**src/rtl/k082_video_timing.sv**
```systemverilog
// k082_video_timing: pixel-side video timing for the Time Pilot vertical PLA.
// Generates the 9-bit horizontal/vertical counts, sync, blank and the
// vblank-entry strobe for the CPU IRQ latch.
// Optional feature macro: K082_FLIP_EN (flip inverts the low count bits).
module k082_video_timing #(
  parameter logic [8:0] H_START  = 9'd128,
  parameter logic [8:0] V_START  = 9'd248,
  parameter logic [8:0] HS_START = 9'd176,
  parameter logic [8:0] HS_END   = 9'd208,
  parameter logic [8:0] VS_START = 9'd248,
  parameter logic [8:0] VS_END   = 9'd256,
  parameter logic [8:0] VB_END   = 9'd272,
  parameter logic [8:0] VB_START = 9'd496
) (
  input  logic       clk,
  input  logic       reset,
  input  logic       cen,
  input  logic       ven,
  input  logic       flip,
  output logic [8:0] h_cnt,
  output logic       h256_n,
  output logic [8:0] v_cnt,
  output logic       hsync_n,
  output logic       vsync_n,
  output logic       hblank,
  output logic       vblank,
  output logic       vbl_strobe
);

  logic [8:0] hc;
  logic [8:0] vc;
  logic [8:0] hc_nx;
  logic [8:0] vc_nx;
  logic       line_end;
  logic       v_step;

  function automatic logic in_win(input logic [8:0] x, input logic [8:0] lo,
                                  input logic [8:0] hi);
    return (x >= lo) && (x < hi);
  endfunction

  function automatic logic vb_dec(input logic [8:0] v);
    return (v < VB_END) || (v >= VB_START);
  endfunction

  // Next-state counters: h reloads at 511, v advances only at line end with ven.
  always_comb begin
    line_end = (hc == 9'd511);
    v_step   = line_end && ven;
    hc_nx    = line_end ? H_START : hc + 9'd1;
    vc_nx    = vc;
    if (v_step) begin
      vc_nx = (vc == 9'd511) ? V_START : vc + 9'd1;
    end
  end

  // Counters and decodes; decodes use next-state values so they line up with the counts.
  always_ff @(posedge clk or negedge reset) begin
    if (!reset) begin
      hc         <= H_START;
      vc         <= V_START;
      h256_n     <= ~H_START[8];
      hsync_n    <= ~in_win(H_START, HS_START, HS_END);
      vsync_n    <= ~in_win(V_START, VS_START, VS_END);
      hblank     <= ~H_START[8];
      vblank     <= vb_dec(V_START);
      vbl_strobe <= 1'b0;
    end else if (cen) begin
      hc         <= hc_nx;
      vc         <= vc_nx;
      h256_n     <= ~hc_nx[8];
      hsync_n    <= ~in_win(hc_nx, HS_START, HS_END);
      vsync_n    <= ~in_win(vc_nx, VS_START, VS_END);
      hblank     <= ~hc_nx[8];
      vblank     <= vb_dec(vc_nx);
      // Only a real step into VB_START fires; holding there with ven=0 does not.
      vbl_strobe <= v_step && (vc_nx == VB_START);
    end
  end

`ifdef K082_FLIP_EN
  logic flip_r;

  // Flip is captured at the line reload so inversion never changes mid-line.
  always_ff @(posedge clk or negedge reset) begin
    if (!reset) begin
      flip_r <= 1'b0;
    end else if (cen && line_end) begin
      flip_r <= flip;
    end
  end

  assign h_cnt = {hc[8], hc[7:0] ^ {8{flip_r}}};
  assign v_cnt = {vc[8], vc[7:0] ^ {8{flip_r}}};
`else
  logic unused_flip;

  assign unused_flip = flip;
  assign h_cnt       = hc;
  assign v_cnt       = vc;
`endif

endmodule

```
**config.mk**
```make
export PLATFORM = sky130hd
export DESIGN_NAME = k082_video_timing
export DESIGN_NICKNAME = d
export VERILOG_FILES = /design/src/rtl/k082_video_timing.sv
export SDC_FILE = /design/constraint.sdc
export NUM_CORES = 1
export LEC_CHECK = 0
export ABC_CLOCK_PERIOD_IN_PS = 2800
export CAP_MARGIN = 20
export CORE_UTILIZATION = 52
export CTS_CLUSTER_SIZE = 8
export DETAILED_ROUTE_END_ITERATION = 8
export GPL_ROUTABILITY_DRIVEN = 0
export PLACE_DENSITY = 0.79
export RECOVER_POWER = 50
export SLEW_MARGIN = 20
export SYNTH_ARGS = -nofsm -noshare
export SYNTH_HDL_FRONTEND = slang
export SYNTH_SLANG_ARGS = --single-unit
```
**constraint.sdc**
```tcl
create_clock -name clk -period 2.8 [get_ports clk]
set_input_delay 0.56 -clock clk [delete_from_list [all_inputs] [get_ports clk]]
set_output_delay 0.56 -clock clk [all_outputs]
set_load 0.01 [all_outputs]
```
==> results.md <==
- The portion of the post-synthesis area used by sequential elements is 35.9%.
- The Yosys warning count is 0.
- The tightest min-delay check is of the flip-flop to flip-flop type.
- The final worst clock skew is 14.5 ps.
- Sorting the synthesized cells by how often they occur yields nor2_1 (16), nand2_1 (15), dfrtp_1 (14).
- The detail-routed via count per cell is 6.15.
- The root buffer cell chosen for the clock tree is clkbuf_4.
- The die is 58.0 um tall.
- On the worst path, the slowest cell contributes a delay of 540 ps.
- The met2 track utilization from global routing is 36.0%.
- The required time at the worst-slack endpoint is 3060 ps.
- Dividing total power by cell area gives a power density of 574 mW/mm^2.
- At the pin with the least slew margin, the transition time is 862 ps.
- The met3 demand-to-capacity share in global routing is 2.90%.
- After clock tree synthesis, the clock-pin slew on the worst setup and hold paths is 140 ps.
- The number of nets in the synthesized netlist is 189.
- The arrival time of the worst setup path is 2800 ps.
- The slowest stage of the critical path belongs to the cell or4_1.
- Yosys mapped a number of flops with a built-in enable equal to 0.
- The number of global-route vias before repair is 1364.
- The effective utilization at floorplan is 57.2%.
- The count of buffers from port buffering is 27.
- The die covers 0.00337 sq mm.
- Counting both buffers and inverters, the worst setup path holds a total of 0.
- The fraction of met1 tracks used by global routing is 34.3%.
- Before antenna repair, the detailed router went through 6 iterations.
- Counting distinct cell types in the post-synthesis netlist gives 48.
- The post-route DRC violation count is 1.
- 29 I/O pins were placed.
- The area growth from synthesis to layout is 15.7%.
- At the later pin of the worst-skew pair, clock insertion delay measures 330 ps.
- In the synthesized netlist the dominant register cell turns out to be dfrtp_1.
- The maximum buffer depth of the clock tree is 2.
- The worst path uses 90.6% of the clock period.
- The worst setup margin is 264 ps.
- The placed wire-length estimate after detailed placement is 2570 um.
- The number of hold violations in the final report was 0.
- In the post-synthesis netlist, the biggest area contributors are dfrtp_1 (21%), dfstp_2 (14%), ha_1 (3.8%).
- The critical path is of the flip-flop to flip-flop type.
- The mapped netlist covers 0.00163 sq mm.
- The critical path's top delay family is simple AND/OR/NAND/NOR gates.
- The synthesized design spends more area on one cell type than any other, namely dfrtp_1.
- The clock tree from TritonCTS is yes.
- The total number of H-tree levels is 1.
- The worst setup path is captured at a flip-flop.
- The pre-CTS setup slack is 242 ps.
- The max-slew violation total from the final report is 0.
- Setup repair after global routing left no endpoint under its margin.
- After the flow finishes, the layout carries non-filler instances totaling 236.
- Derived from the worst setup path, the maximum achievable clock frequency is 394 MHz.
- The worst setup path is launched from a flip-flop.
- Setup violations remaining at the end of the flow were counted as 0.
- The filler cells instantiated in the layout total 239.
- The number of antenna violations at the first check in global routing is 0.
- The placed cell count is 232.
- The repair_antennas step left the layout with diodes totalling 0.
- The largest net degree at the start of global routing is 20.
- After the first detailed-routing iteration, the DRC count stood at 54.
- Across the run, the number of max-cap violations was 0.
- The core region is 0.00285 sq mm.
- The average footprint of a synthesized cell is 9.12 sq um.
- Yosys instantiated no cell more often than nor2_1.
- Setup total negative slack on the finished layout was measured at 0 ps.
- Across all hold checks on the routed design, the worst slack comes to 491 ps.
- The headroom to the max-slew limit is 42.4%.
- Counting I/O delays and the setup requirement, the final critical path takes 2540 ps.
- The total wire length after detailed routing is 3590 um.
- The width of the chip is 58.0 um.
- In this run the worst path has a maximum fanout of 8.
- The top-area cell type share of the netlist area is 21.5%.
- The tree built by TritonCTS fans out to 23 sinks.
- The number of buffers inserted during clock tree synthesis is 3.
- The global-route total usage across every layer is 23.8%.
- The post-route core utilization is 66.2%.
- After the last flow step, the layout net total stands at 216.
- After global routing, the most crowded layer is met2.
- The count of hold buffers inserted by post-cts repair is 0.
- The number of vias in the routed layout is 1452.
- The count of nets left with antenna violations once routing finished came out at 0.
- Global routing finished with a remaining overflow of 0.
- The post-synthesis async set-or-reset flop share is 100%.
- The checks that failed: design-rule violations.
- Dividing the detail-routed wire length by the instance count gives 15.2 um.
- The critical path goes through and3_1 -> and3_1 -> and3_1 -> ha_2 -> and2_1 -> nand3_2 -> xnor2_1 -> or4_1 -> o22ai_1.
- The post-synthesis register bit count is 23.
- The run finished, with violations left.
- The number of instances in the synthesized netlist is 179.
- By instance count, the cell type seen most on the critical path is and3_1.
- The share of cells above drive strength 1 is 15.6%.
- The leakage power of the design is 0.781 nW.
- VDD sags by at most 0.520 mV.
- The post-CTS setup-driven buffer insertion count is 0.
- The initialized floorplan defines 19 standard-cell rows.
- The first global-routing pass estimated 6100 um of wire.
[metrics by stage]
stage                     area, sq um  power [W]
after global routing             1890    0.00115
after detailed placement         1870   0.000933
after CTS                        1890    0.00110
after global placement           1870   0.000917
after floorplan                  1630   0.000740
final                            1890    0.00109
[sequential cells by signal (all words and copies together) (netlist names)]
register,count
hblank,1
h_cnt,9
vsync_n,1
hsync_n,1
v_cnt,9
vblank,1
vbl_strobe,1
[placed cells by master, fill, tap and decap left out, drive strengths merged, types with 7 or more instances in the layout]
| cell type | count |
|---|---|
| clkdlybuf4s50 | 18 |
| inv | 7 |
| o21ai | 12 |
| nand2 | 17 |
| nor2 | 16 |
| dfrtp | 14 |
| a21oi | 11 |
| dlygate4sd3 | 9 |
| nand3 | 11 |
| dfstp | 9 |
[logic make-up (layout without fill, tap and decap cells)]
family	after synthesis	count (layout)	synth area share [%]
AO/OA/AOI/OAI	41	41	16.4
adder cells (fa/ha/maj)	5	5	3.83
flip-flops	23	23	35.9
XOR/XNOR	6	6	3.22
multiplexers	6	6	3.98
buffers and inverters	20	46	9.81
AND/OR/NAND/NOR	78	78	26.8
[what timing repair did]
action / CTS / global route
hold endpoints to repair: 0 / 0
gates resized for setup: 0 / 1
setup endpoints to repair: 0 / 1
[metal layers]
| layer | vias up | share of wire [%] |
|---|---|---|
| li1 | 699 | - |
| met1 | 712 | 50 |
| met2 | 36 | 45 |
| met3 | 5 | 3.6 |
| met4 | 0 | 1.4 |
| met5 | - | 0 |
[final timing paths]
| kind | start | cells past startpoint | to | slack [ps] |
|---|---|---|---|---|
| worst max-delay path | h_cnt[5] | 9 | vbl_strobe | 260 |
| worst min-delay path | hblank | 2 | hblank | 490 |
| worst max register to register | h_cnt[5] | 9 | vbl_strobe | 260 |
| worst min register to register | hblank | 2 | hblank | 490 |
| max in group asynchronous | reset | 2 | v_cnt[6] | 1370 |
| min in group asynchronous | reset | 1 | v_cnt[8] | 770 |
[report_power, final]
part / leakage [nW] / switching (W) / internal (W)
logic: 0.499 / 0.000224 / 0.000228
clock network: 0.0150 / 0.000109 / 0.0000558
registers: 0.266 / 0.0000740 / 0.000395
[layout make-up]
type,count,area [sq um],area share [%]
Inverter,7,26.3,1.39
Timing Repair Buffer,35,323,17.1
Multi-Input combinational cell,136,888,47.0
Sequential cell,23,587,31.1
Clock buffer,4,26.3,1.39
Tap cell,31,38.8,2.05
[worst register-to-register path, delay by kind of cell (launching register included)]
kind                       cells  cell delay (ps)
and+or+nand+nor                6             1430
adders and majority gates      1              260
AOI/OAI and AO/OA              1              130
DFF                            1              500
xor gates and xnor gates       1              160
Note: power is estimated with default switching activity, not from simulation.
